`config.mk`:
```
export PLATFORM = sky130hd
export DESIGN_NAME = tick_sequencer
export DESIGN_NICKNAME = d
export VERILOG_FILES = /design/src/rtl/tick_sequencer.sv
export SDC_FILE = /design/constraint.sdc
export NUM_CORES = 1
export LEC_CHECK = 0
export ABC_AREA = 1
export CAP_MARGIN = 20
export CORE_AREA = 2 2 130 227
export CTS_BUF_LIST = sky130_fd_sc_hd__clkbuf_16
export DETAILED_ROUTE_END_ITERATION = 16
export DIE_AREA = 0 0 132 229
export GPL_TIMING_DRIVEN = 0
export SKIP_LAST_GASP = 1
export SLEW_MARGIN = 5
export SYNTH_ARGS = -nofsm -noshare
export SYNTH_HDL_FRONTEND = slang
export SYNTH_SLANG_ARGS = --single-unit
```
`constraint.sdc`:
```
create_clock -name clk -period 2.9 [get_ports clk]
set_input_delay 0.87 -clock clk [delete_from_list [all_inputs] [get_ports clk]]
set_output_delay 0.87 -clock clk [all_outputs]
set_load 0.005 [all_outputs]
```
`src/rtl/tick_sequencer.sv`:
```
// Steps an internal 0..max divider through a table of {period, repeat} segments and emits one tick per wrap.
// Ticks are registered and appear the cycle after count==period; there is no backpressure, and the table accepts writes only while idle.
module tick_sequencer #(
    parameter int CNT_W  = 32,
    parameter int REP_W  = 16,
    parameter int ADDR_W = 2
) (
    input  logic              clk,
    input  logic              rst_n,
    input  logic              cfg_we,
    input  logic [ADDR_W-1:0] cfg_addr,
    input  logic [CNT_W-1:0]  cfg_period,
    input  logic [REP_W-1:0]  cfg_repeat,
    input  logic [ADDR_W-1:0] last_seg,
    input  logic              loop,
    input  logic              start,
    input  logic              stop,
    output logic              tick,
    output logic [ADDR_W-1:0] seg_idx,
    output logic              busy,
    output logic              done
);

    localparam int DEPTH = 1 << ADDR_W;

    typedef enum logic {
        S_IDLE,
        S_RUN
    } state_t;

    state_t              state_q, state_d;
    logic [CNT_W-1:0]    cnt_q, cnt_d;
    logic [REP_W-1:0]    rep_q, rep_d;
    logic [ADDR_W-1:0]   seg_q, seg_d;
    logic [ADDR_W-1:0]   last_q, last_d;
    logic                loop_q, loop_d;
    logic                tick_q, tick_d;
    logic                done_q, done_d;

    logic [CNT_W-1:0]    per_q [DEPTH];
    logic [REP_W-1:0]    rpt_q [DEPTH];
    logic                tbl_we;

    logic [CNT_W-1:0]    cur_per;
    logic [REP_W-1:0]    cur_rpt;
    logic [REP_W:0]      rep_inc;
    logic                wrap;
    logic                seg_end;

    assign cur_per = per_q[seg_q];
    // A repeat of zero behaves as a single tick.
    assign cur_rpt = (rpt_q[seg_q] == '0) ? REP_W'(1) : rpt_q[seg_q];
    assign rep_inc = {1'b0, rep_q} + 1'b1;
    assign wrap    = (cnt_q == cur_per);
    assign seg_end = (rep_inc >= {1'b0, cur_rpt});

    always_comb begin
        state_d = state_q;
        cnt_d   = cnt_q;
        rep_d   = rep_q;
        seg_d   = seg_q;
        last_d  = last_q;
        loop_d  = loop_q;
        tick_d  = 1'b0;
        done_d  = 1'b0;
        tbl_we  = 1'b0;
        case (state_q)
            S_IDLE: begin
                tbl_we = cfg_we;
                if (start && !stop) begin
                    state_d = S_RUN;
                    last_d  = last_seg;
                    loop_d  = loop;
                    cnt_d   = '0;
                    rep_d   = '0;
                    seg_d   = '0;
                end
            end
            S_RUN: begin
                if (stop) begin
                    state_d = S_IDLE;
                end else if (wrap) begin
                    cnt_d  = '0;
                    tick_d = 1'b1;
                    if (seg_end) begin
                        rep_d = '0;
                        if (seg_q < last_q) begin
                            seg_d = seg_q + 1'b1;
                        end else if (loop_q) begin
                            seg_d = '0;
                        end else begin
                            // seg_idx keeps the final segment until the next start.
                            state_d = S_IDLE;
                            done_d  = 1'b1;
                        end
                    end else begin
                        rep_d = rep_inc[REP_W-1:0];
                    end
                end else begin
                    cnt_d = cnt_q + 1'b1;
                end
            end
            default: state_d = S_IDLE;
        endcase
    end

    always_ff @(posedge clk or negedge rst_n) begin
        if (!rst_n) begin
            state_q <= S_IDLE;
            cnt_q   <= '0;
            rep_q   <= '0;
            seg_q   <= '0;
            last_q  <= '0;
            loop_q  <= 1'b0;
            tick_q  <= 1'b0;
            done_q  <= 1'b0;
        end else begin
            state_q <= state_d;
            cnt_q   <= cnt_d;
            rep_q   <= rep_d;
            seg_q   <= seg_d;
            last_q  <= last_d;
            loop_q  <= loop_d;
            tick_q  <= tick_d;
            done_q  <= done_d;
        end
    end

    always_ff @(posedge clk or negedge rst_n) begin
        if (!rst_n) begin
            for (int i = 0; i < DEPTH; i++) begin
                per_q[i] <= '0;
                rpt_q[i] <= '0;
            end
        end else if (tbl_we) begin
            per_q[cfg_addr] <= cfg_period;
            rpt_q[cfg_addr] <= cfg_repeat;
        end
    end

    assign tick    = tick_q;
    assign done    = done_q;
    assign seg_idx = seg_q;
    assign busy    = (state_q == S_RUN);

endmodule

```
## Yosys cells after proc, flatten, opt, wreduce, memory -nomap -nowiden

Cells that the tools add are included.

| operators by class | value |
|---|---|
| add/sub/neg operators | 3 |
| $lt $le $gt $ge | 5 |
| eq/ne operators | 6 |
| muxes and demuxes | 46 |
| bitwise operators | 3 |
| reduce and logical (&&, ||, !) cells | 8 |

Operators by type and width:

| operator | count |
|---|---|
| $mux W32 | 6 |
| $bwmux W128 | 1 |
| $mux W16 | 8 |
| $bmux W32 S2 | 1 |
| $bwmux W64 | 1 |
| $demux W32 S2 | 1 |
| $pmux W32 S2 | 1 |
| $add A32 B1 Y32 const B | 1 |
| $bmux W16 S2 | 1 |
| $demux W16 S2 | 1 |
| $eq A32 B32 Y1 | 1 |
| $pmux W16 S2 | 1 |
| $add A16 B1 Y17 const B | 1 |
| $ge A17 B16 Y1 | 1 |
| $logic_not A16 Y1 | 1 |
| $mux W1 | 16 |
| $mux W2 | 6 |
| $ge A3 B3 Y1 const B | 2 |
| $not A2 Y3 | 2 |
| $reduce_and A5 Y1 | 1 |
| $ne A2 B1 Y1 const B | 2 |
| $ne A2 B2 Y1 const B | 2 |
| $pmux W2 S2 | 1 |
| $reduce_and A2 Y1 | 2 |
| other kinds (9) | 10 |

| word-level totals | value |
|---|---|
| register bits | 248 |
| bits of input ports | 58 |
| output and inout port bits | 5 |
| logic and storage cells | 87 |

## Longest topological paths before layout

| logic depth | value |
|---|---|
| word-level depth | 11 |
| mapped depth | 25 |
| depth with buffers taken out | 23 |

## Worst setup path before layout

No wires, ideal clock.

| timing | value |
|---|---|
| kind | register to register |
| start | register seg_q[1], in the netlist seg_idx[1] |
| end | register rep_q[7] |
| setup time | 66 ps |
| arrival | 2816 ps |
| data required time | 2834 ps |
| path slack | 19 ps |
| stages on the path, launching flop included | 25 |
| path buffers | 4 |
| period minus slack after synthesis | 2881 ps |
| path through | dfrtp_1 buf_4 inv_4 buf_4 clkbuf_1 o21ai_0 o22ai_1 inv_1 nand4_1 nor2_1 nand2_1 nand2_1 ha_1 nand4_1 nor2_1 nand2_1 nand3_1 nor2_1 nand2_1 nor2_1 nand2_1 buf_2 nor2_1 nand3_1 nand2_1 |

| between the ends | value |
|---|---|
| word-level cells in the longest chain between the ends | 11 |
| elaborated cells on any way between the ends | 17 |

Ends and longest elaborated chain:

| element | RTL line | text |
|---|---|---|
| start, declared | 34 | `logic [ADDR_W-1:0] seg_q, seg_d;` |
| start signal, assigned | 121 | `seg_q <= seg_d;` |
| $not A2 Y3 (not written as such) * | 50, 52 |  |
| $bmux W16 S2 | 52 | `assign cur_rpt = (rpt_q[seg_q] == '0) ? REP_W'(1) : rpt_q[seg_q];` |
| $mux W16 (not written as such) (2 in a row) | 52 |  |
| $logic_not A16 Y1 | 52 |  |
| $mux W16 | 52 |  |
| $ge A17 B16 Y1 | 55 | `assign seg_end = (rep_inc >= {1'b0, cur_rpt});` |
| $mux W16 | 85 | `if (seg_end) begin` |
| $mux W16 | 82 | `end else if (wrap) begin` |
| $mux W16 | 80 | `if (stop) begin` |
| $pmux W16 S2 | 67 | `case (state_q)` |
| end signal, assigned | 120 | `rep_q <= rep_d;` |
| end, declared | 33 | `logic [REP_W-1:0] rep_q, rep_d;` |

Mark *: on every way between the ends. The rest lies on a longest branch, timed or not. The select of a mux whose other input is x is not followed.
A chain may end at the register's enable or synchronous reset.

## Final worst setup path

| timing | value |
|---|---|
| start | register seg_q[1], in the netlist seg_idx[1] |
| end | register rep_q[14] |

The elaborated chain is that of the path after synthesis.

==> summary.txt <==
Drt
  – Iter 0 DRT Violations: just over 900
  – Wire per inst: around 20 um
  – DR vias/cell: approximately 5.4
  – # DRC: 0
  – Post-route ant nets: 0
  – Routed vias: around 12000
  – Iteration count of the initial detailed-routing pass: 5
  – Total routed wirelength: roughly 44 mm

Timing
  – WHS: 0.188 ns
  – Slew Limit Headroom: 46.1%
  – Fin. Hold Viols: 0
  – Pins Over Slew Limit: 0
  – Highest Clock Rate: 344 MHz
  – Setup WS post-layout: -0.00595 ns
  – Worst Clk Skew: approximately 0.015 ns
  – Minimum clock period: slightly below 3 ns
  – Final setup violation count: 2
  – Tcrit/Tclk final: 100%
  – RSZ-0062 raised after global routing: true
  – Worst Tran Pin Value: about 0.8 ns

Floorplan
  – Starting density of the core: between 40% and 50%
  – Die width: approximately 130 um
  – Num ports: 63
  – Core area: roughly 28000 sq um
  – Site Rows: between 80 and 90
  – Die H: about 230 um
  – Die ar.: 30200 sq um

Synth
  – Synth Area in Compound Gates: a little under an eighth
  – Seq/Total Area, Yosys: between 40% and 50%
  – Mapped cell area: around 13000 sq um
  – Gate Count Post-Synth: ~1700
  – Net count after synthesis: 1738
  – Synth Area in Adders: between 1.5 and 2%
  – Synth Area in Simple Gates: roughly 28%
  – Mux share of post-synthesis cell area: 0.178%
  – Flops & latches, synth: roughly 250
  – Largest family of logic cells by synthesized area: simple AND/OR/NAND/NOR gates
  – Xor/xnor share of the synthesized area: approximately 1.9%
  – Synth Warn #: 0
  – Post-synth cell types: 33
  – Avg Inst Size Synth: around 7.6 sq um

Placement
  – # port buffers: 62
  – DP Wirelength: 31.2 mm
  – Placed Area: 13800 sq um
  – Gpl congestion: 0.955

Clock network
  – CTS Buf Count: 25
  – CTS tree: built
  – Hold bufs inserted after CTS: 0
  – Max clock buf depth: 3
  – Reg clk slew, reported paths: around 0.07 ns
  – CTS root buf: clkbuf_16
  – Clk Latency, worst-skew pair: 0.55 ns
  – Clock sinks: ~250
  – H-tree depth: 1

Critical path
  – Arrival time at the worst endpoint: 3.39 ns
  – Critical Path Source Type: register
  – RR Endpoint: rep_q[14]
  – Worst reg2reg setup slack: -0.006 ns
  – Critical path type: register to register
  – CP max FO: 6
  – R2R Path Start: seg_idx[1]
  – Setup crit end: rep_q[14]
  – Setup crit end kind: register
  – Worst reg2reg path depth: 23
  – CP Launch Point: seg_idx[1]
  – Critical Path RT: approximately 3.4 ns

Outcome
  – Failing checks: setup timing
  – Status: complete, but fails checks

GRT
  – First-pass GRT wire length: 67.5 mm
  – Initial antenna violation count: 0
  – Vias in the first global route: around 12000
  – GRT Overall Usage: between 20% and 30%
  – Remaining global-route overflow: 0
  – Largest net degree at the start of global routing: between 100 and 150

Run
  – Maxcap violations: 0

Cells and area
  – Finished Cell Area: between 15000 and 20000 sq um
  – Layout cells sized above 1: roughly 11%
  – Post-layout nets: approximately 1900
  – Most common cell after layout, fill and taps aside: nand2_1
  – Antenna cells: 0
  – Commonest non-fill, non-tap cells in the layout: nand2_1, dfrtp_1, o21ai_0
  – Synth-to-layout area growth: 22.3%

Power
  – Peak supply drop: between 0.5 and 0.6 mV
  – PwrDens: about 760 nW/um^2
  – Leak pwr: 7.51 nW

Min path
  – Hold Path Class: input port to asynchronous set/reset pin
[cells by family after synthesis]
family	after synthesis
compound gates	281
xor+xnor	27
fa+ha+maj	19
buf+inv	228
flops	248
mux	2
simple gates	856
[worst min path at each step]
stage               start          to  slack, ns  depth (start not counted)
2_1_floorplan   rpt_q[20]   rpt_q[20]       0.45                          2
3_3_place_gp   per_q[103]  per_q[103]       0.47                          2
3_5_place_dp    rpt_q[20]   rpt_q[20]       0.47                          2
4_1_cts             rst_n   rpt_q[43]       0.18                          1
5_1_grt             rst_n   rpt_q[43]       0.21                          1
6_report            rst_n   rpt_q[43]       0.19                          1
[report_power, final]
| group | total (mW) | switching, mW | internal [mW] | leakage [nW] |
|---|---|---|---|---|
| Clock | 3.27 | 1.44 | 1.83 | 0.413 |
| Sequential | 4.46 | 0.382 | 4.08 | 3.16 |
| Combinational | 4.07 | 2.54 | 1.53 | 3.93 |
[metal layers]
layer / track usage, % / wire, um
met1: 31.4 / 16000
met2: 53.2 / 23000
met3: 3.12 / 1870
met4: 19.4 / 3150
met5: 0 / 0
[final cells by class]
cell class | count | area, sq um
Sequential cell | 248 | 6210
Clock buffer | 25 | 626
Multi-Input combinational cell | 1185 | 5840
Tap cell | 378 | 473
Fill cell | 2770 | 13000
Timing Repair Buffer | 99 | 976
Inverter | 141 | 539
Buffer | 86 | 628
Clock inverter | 21 | 174
[registers in the layout, indices dropped and copies added, names as in the netlist]
name	flops
per_q	128
rpt_q	64
cnt_q	32
rep_q	16
last_q	2
seg_idx	2
busy	1
done	1
loop_q	1
tick	1
[per-stage QoR]
stage,utilization (%),total power [mW],std cells,TNS (ns),worst slack (ns)
floorplan,-,6.62,1661,0,0.0185
global placement,48.3,7.97,2101,-2506.47,-9.94
detailed placement,48.5,8.03,2103,-55.55,-1.40
CTS,52.7,11.6,2161,-0.0774,-0.0214
global route,54.4,12.4,2183,-2.29,-0.161
finish,54.4,11.8,2183,-0.00700,-0.00595
[synth_stat cells]
cell      number  area share [%]
inv_2          2           0.059
a21oi_1       53             2.1
nand4_1       20            0.99
or2_2          1           0.050
mux2_2         2            0.18
a32o_1        15             1.2
nor2_1        75             2.2
buf_6          4            0.36
nor3_1        11            0.44
nand3_2        1           0.079
nand3b_1       1           0.059
nand2_1      602              18
nor2_2         1           0.050
a21boi_0       2            0.12
o22ai_1        3            0.15
a21o_1         1           0.059
xor2_1        26             1.8
nor4_1         4            0.20
dfrtp_1      248              49
nand2_4        2            0.18
buf_2         14            0.55
o21ai_0      205             8.1
nor3b_1        1           0.059
inv_4          1           0.050
inv_1        138             4.1
buf_4         12            0.71
xnor2_1        1           0.069
buf_1          9            0.27
ha_1          19             1.9
clkbuf_1      48             1.4
nand3_1      137             5.4
o21bai_1       1           0.059
a211oi_1       1           0.059
[critical path: stages (launching register included)]
cell       delay (ns)
dfrtp_1          0.37
buf_6            0.14
inv_8            0.03
buf_12           0.13
clkbuf_16        0.16
a21oi_2          0.12
a32o_2           0.24
nand4_1          0.11
nor2_1           0.10
nand2_1          0.07
nand2_2          0.08
ha_4             0.19
nand4_1          0.06
nor2_1           0.05
nand2_1          0.05
nand3_1          0.06
nor2_1           0.11
nand2_1          0.09
nor2_4           0.15
nand2_4          0.10
buf_8            0.15
nor2_4           0.08
nand3_2          0.10
nand2_2          0.10
[timing repair]
action / 4_1_cts / 5_1_grt
setup buffers: 12 / 20
resized for setup: 74 / 82
endpoints found under the setup margin: 21 / 58
pin swaps: 7 / 33
cloned: 1 / 2
(Power assumes the default switching activity.)
==> RTL edit 1, RTL diff (same flow settings) <==
`CNT_W`: 32 -> 28.
--- a/src/rtl/tick_sequencer.sv
+++ b/src/rtl/tick_sequencer.sv
@@ -1,7 +1,7 @@
 // Steps an internal 0..max divider through a table of {period, repeat} segments and emits one tick per wrap.
 // Ticks are registered and appear the cycle after count==period; there is no backpressure, and the table accepts writes only while idle.
 module tick_sequencer #(
-    parameter int CNT_W  = 32,
+    parameter int CNT_W  = 28,
     parameter int REP_W  = 16,
     parameter int ADDR_W = 2
 ) (
Ports: changed (resized cfg_period); port bits go from 63 to 59. The function was not compared with the original's and may differ.
==> RTL edit 1 against the original RTL <==
  * The run still ends with setup timing left
  * Sequential cell count is 20 lower
  * Clock skew is 2.7 ps lower
  * Worst setup slack worse by 75 ps
  * Synthesized cell count is 11% lower
  * Power is 16% lower
  * Fmax is 2.5% lower
  * Synthesized area is 9.0% lower
  * Critical path depth is 3 lower
  * Cell area is 7.8% lower
  * Combinational power is 29% lower
  * Non-clock buffer count is 2 lower
  * Via count is 9.8% lower
  * Routed wire length is 11% lower
  * Critical path type unchanged
  * Critical endpoint is now seg_idx[1]
  * Largest cell class unchanged
==> RTL edit 1: results (changes against the original RTL) <==
status - complete, but fails checks
violated checks - setup timing
Leak - 6.797 nW (-9.5%)
Worst R2R End - seg_idx[1]
clk_skew - 12.26 ps (-2.745 ps)
NetSw - 0.003356 W (-23%)
pin count of the biggest net entering global routing - 114 (+7.5%)
global-route wire length before repair - 60.79 mm (-9.9%)
fillers - 2780 (+0.36%)
Area contributors post-synth - dfrtp_1 (50%), nand2_1 (17%), o21ai_0 (8.3%), nand3_1 (5.2%), inv_1 (3.7%)
met1 GRT Util - 27.73% (-3.7 points)
routing usage on met3 - 2.568% (-0.55 points)
met2 global-route usage - 45.78% (-7.4 points)
First DRT Iteration DRCs - 856 (-6.3%)
final setup violation count - 18 (+16)
setup ws final - -81.38 ps (-75.42 ps)
Final HPWL DP - 27.34 mm (-12%)
placed insts - 1922 (-8.6%)
synth cell count leaders - nand2_1 (524), dfrtp_1 (228), o21ai_0 (190), nand3_1 (120), inv_1 (113)
Worst-Skew Late Latency - 530 ps (-20 ps)
Vias - 10660 (-9.8%)
layout cells sized above 1 - 12.08% (+0.83 points)
Hold WS - 214.5 ps (+26.72 ps)
number of buffers created by CTS - 23 (-8.0%)
Regs by FF count - per_q x112, rpt_q x64, cnt_q x28
Max rail drop VDD - 0.0003829 V (-27%)
Via density - 5.305 (-1.9%)
syn nets - 1557 (-10%)
[RTL edit 1: logic make-up after synthesis]
| family | Yosys count | synth area share, % |
|---|---|---|
| buffers and inverters | 193 | 6.886 |
| xor gates and xnor gates | 35 | 2.665 |
| muxes | 2 | 0.1958 |
| and+or+nand+nor | 748 | 26.52 |
| AOI/OAI and AO/OA | 259 | 12.06 |
| DFF | 228 | 49.60 |
| adders and majority gates | 19 | 2.067 |
[RTL edit 1: power groups by stage]
| stage | Combinational (W) | Clock [W] | Sequential (W) |
|---|---|---|---|
| 3_5_place_dp | 0.00248 | 0 | 0.00402 |
| 3_3_place_gp | 0.00243 | 0 | 0.00402 |
| 6_report | 0.00291 | 0.00301 | 0.00399 |
| 4_1_cts | 0.00277 | 0.00306 | 0.00398 |
| 2_1_floorplan | 0.00160 | 0 | 0.00394 |
| 5_1_grt | 0.00321 | 0.00319 | 0.00405 |
[RTL edit 1: area by class of cell]
type | instances | share of cell area [%]
buffer | 77 | 3.870
clock buffer | 23 | 4.037
clock inverter | 19 | 1.202
inverter | 115 | 3.081
multi-input combinational | 1063 | 37.16
sequential | 228 | 40.06
tap | 378 | 3.318
timing repair buffer | 106 | 7.267
[RTL edit 1: repair_timing]
item / CTS / global route
gates cloned: 4 / 0
endpoints found under the setup margin: 21 / 46
setup buffers: 24 / 18
resized for setup: 95 / 46
pin swaps: 34 / 30
[RTL edit 1: worst max path at each step]
stage,depth (start not counted),startpoint,to,slack [ps]
4_1_cts,18,seg_idx[0],rep_q[11],-30
2_1_floorplan,18,rep_q[0],rep_q[10],4
5_1_grt,21,rep_q[2],seg_idx[0],-240
3_3_place_gp,1,rst_n,cnt_q[6],-8950
3_5_place_dp,18,seg_idx[0],rep_q[7],-930
6_report,20,seg_idx[0],seg_idx[1],-80
[RTL edit 1: routing by layer]
layer | vias to the layer above | share of wire (%)
met3 | 122 | 3.8
met2 | 338 | 51
met4 | 0 | 9.7
met5 | - | 0
li1 | 5051 | -
met1 | 5147 | 36
[RTL edit 1: worst reg2reg max path, cell delays in order (launching register included)]
cell	delay [ps]
dfrtp_2	470
inv_4	100
clkbuf_16	170
clkbuf_16	170
nand2_2	50
a32o_2	280
buf_4	160
ha_1	280
nand2_1	70
inv_1	50
nand4_1	140
nor3_2	190
nand2_1	90
nand4_1	100
buf_6	140
buf_8	130
nand2_2	50
inv_2	80
nand2_2	60
nand2_1	50
nand2_1	50
[RTL edit 1: per-stage QoR]
stage	TNS, ps	setup slack [ps]	cell area (µm²)
after floorplan	0	4.497	11520
after global placement	-2087390	-8953	12570
after detailed placement	-59780	-934.4	12630
after CTS	-310.3	-33.00	13950
after global routing	-3584	-237.5	14260
final	-817.8	-81.38	14260
==> RTL edit 2, RTL diff (same settings) <==
Made on the original files. Put one more register stage on the output `seg_idx`, with the module's reset. The value now appears one clock later. The other outputs are not delayed to match.
--- a/src/rtl/tick_sequencer.sv
+++ b/src/rtl/tick_sequencer.sv
@@ -140,7 +140,13 @@
 
     assign tick    = tick_q;
     assign done    = done_q;
-    assign seg_idx = seg_q;
+    always_ff @(posedge clk or negedge rst_n) begin
+        if (!rst_n) begin
+            seg_idx <= '0;
+        end else begin
+            seg_idx <= seg_q;
+        end
+    end
     assign busy    = (state_q == S_RUN);
 
 endmodule
Function: changed (Yosys sat finds a counterexample within 4 cycles, from zero or initial values and one cycle with rst_n low).
==> RTL edit 2 against the original RTL <==
  * The run still ends with setup timing left
  * Power grew 1.7%
  * Synthesized cell count fell by 1.3%
  * Count of clock-buffer cells in the layout stayed put
  * Cell area increased by 0.51%
  * Routed wire length is 0.57% higher
  * Synthesized area grew 0.12%
  * Sequential cell count grew 2
  * Worst setup slack worse by 29 ps
  * Die area did not move
  * Largest cell class unchanged
  * Highest routed layer unchanged
==> RTL edit 2: results (changes against the original RTL) <==
synth cell count leaders - nand2_1 (586), dfrtp_1 (250), o21ai_0 (201), nand3_1 (129), inv_1 (124)
# diodes - 0 (unchanged)
wire per inst - 20.42 µm (+1.3%)
clk_skew - 32.20 ps (+17.19 ps)
Unique masters post-synth - 34 (+3.0%)
layout cells sized above 1 - 12.41% (+1.2 points)
setup ws final - -35.39 ps (-29.44 ps)
pin count of the biggest net entering global routing - 115 (+8.5%)
Leak - 7.440 nW (-0.94%)
Final nets - 1848 (-0.81%)
global-route wire length before repair - 67.81 mm (+0.48%)
CP Max Fanout - 8 (+2)
Total GRT Usage - 29.44% (+0.34 points)
Pre-antenna DRT Iters - 5 (unchanged)
Via density - 5.454 (+0.80%)
synthesized area per cell - 7.723 µm² (+1.5%)
Final HPWL DP - 30.83 mm (-1.0%)
GPL Wtd Cong - 0.9267 (-2.9%)
R2R depth - 21 (-8.7%)
violated checks - setup timing
Non-Filler Instances - 2167 (-0.73%)
Max rail drop VDD - 0.0007604 V (+46%)
initial antenna violation count - 0 (unchanged)
total negative slack - -160.7 ps (-153.7 ps)
vias in the first global route - 11790 (-1.2%)
ys flop type - dfrtp_1
Area contributors post-synth - dfrtp_1 (49%), nand2_1 (17%), o21ai_0 (7.9%), nand3_1 (5.1%), inv_1 (3.7%)
placed insts - 2081 (-1.0%)
fillers - 2789 (+0.69%)
Worst R2R End - rep_q[11]
Worst-Skew Late Latency - 570 ps (+20 ps)
CP arrival - 3420 ps (+30 ps)
final setup violation count - 9 (+7)
status - complete, but fails checks
CP startpoint - seg_q[1]
max_cap viols - 0 (unchanged)
syn nets - 1716 (-1.3%)
sequential fraction of the synthesis area - 49.42% (+0.34 points)
First DRT Iteration DRCs - 832 (-9.0%)
## RTL edit 2: cell count changes after synthesis, moves of 6 or more
cell	unedited run	this run
nand2_1	602	586
xor2_1	26	34
nand3_1	137	129
inv_1	138	124
nand4_1	20	14
## RTL edit 2: worst max-delay path by stage
| stage | to | slack [ps] | depth (start not counted) |
|---|---|---|---|
| after floorplan | rep_q[10] | 30 | 22 |
| after global placement | cnt_q[8] | -9920 | 1 |
| after detailed placement | rep_q[13] | -1040 | 21 |
| after CTS | rep_q[14] | -20 | 21 |
| after global routing | rep_q[8] | -210 | 19 |
| final | rep_q[11] | -40 | 21 |
## RTL edit 2: timing repair
item,4_1_cts,5_1_grt
gates resized for setup,91,68
buffers inserted,30,9
endpoints found under the setup margin,20,52
gates cloned,3,1
pin swaps,33,39
## RTL edit 2: kinds of logic (layout without fill, tap and decap cells)
logic type,Yosys count,after routing,synth area share [%]
XOR/XNOR,37,37,2.560
AO/OA/AOI/OAI,274,274,11.53
adder cells (fa/ha/maj),19,19,1.878
buffers and inverters,214,363,7.077
flip-flops,250,250,49.42
multiplexers,2,2,0.1779
AND/OR/NAND/NOR,843,844,27.35
## RTL edit 2: area by class of cell
| type | count | area share, % |
|---|---|---|
| multi-input cells | 1176 | 37.73 |
| plain buffers | 85 | 3.944 |
| clock buffers | 25 | 4.025 |
| inverters | 127 | 3.163 |
| flip-flops and latches | 250 | 40.28 |
| well taps | 378 | 3.043 |
| clock inverters | 20 | 1.224 |
| repair buffers | 106 | 6.593 |
## RTL edit 2: worst max-delay path, stage by stage (launching register included)
cell and delay, ps:
dfrtp_1 400, buf_12 160, inv_12 40, buf_12 140
clkbuf_16 160, a21oi_4 100, a32o_2 210, nand4_1 110
nor2_1 130, nand2_1 80, nand2_1 70, ha_1 220
nand2_1 60, nor2_1 40, nand4_1 70, nand3b_1 120
nor2_4 140, nand4_4 170, buf_8 200, nor2_2 80
nand3_1 80, nand2_1 90
## RTL edit 2: routing by layer
metal	routed length, µm	vias up	GRT usage (%)	share of wire [%]
li1	-	5562	-	-
met1	15720	5675	31.96	36
met2	21750	429	51.07	49
met3	2112	152	2.855	4.8
met4	4675	0	25.27	11
met5	0	-	0	0
## RTL edit 2: power by group
group          switching [W]  leakage (nW)  internal (W)
sequential          0.000391          3.19       0.00412
clock                0.00148         0.408       0.00185
combinational        0.00255          3.84       0.00161
## RTL edit 2: through the flow
stage          setup slack (ps)  hold WS, ps  util (%)  area (µm²)  total power [W]
2_1_floorplan             34.89        381.0         -       12660         0.006647
6_report                 -35.39        258.6     54.69       15540          0.01200
3_5_place_dp              -1039        441.5     48.60       13810         0.007992
5_1_grt                  -205.5        295.8     54.69       15540          0.01263
4_1_cts                  -15.34        274.0     53.53       15210          0.01178
3_3_place_gp              -9922        421.8     48.39       13750         0.007925
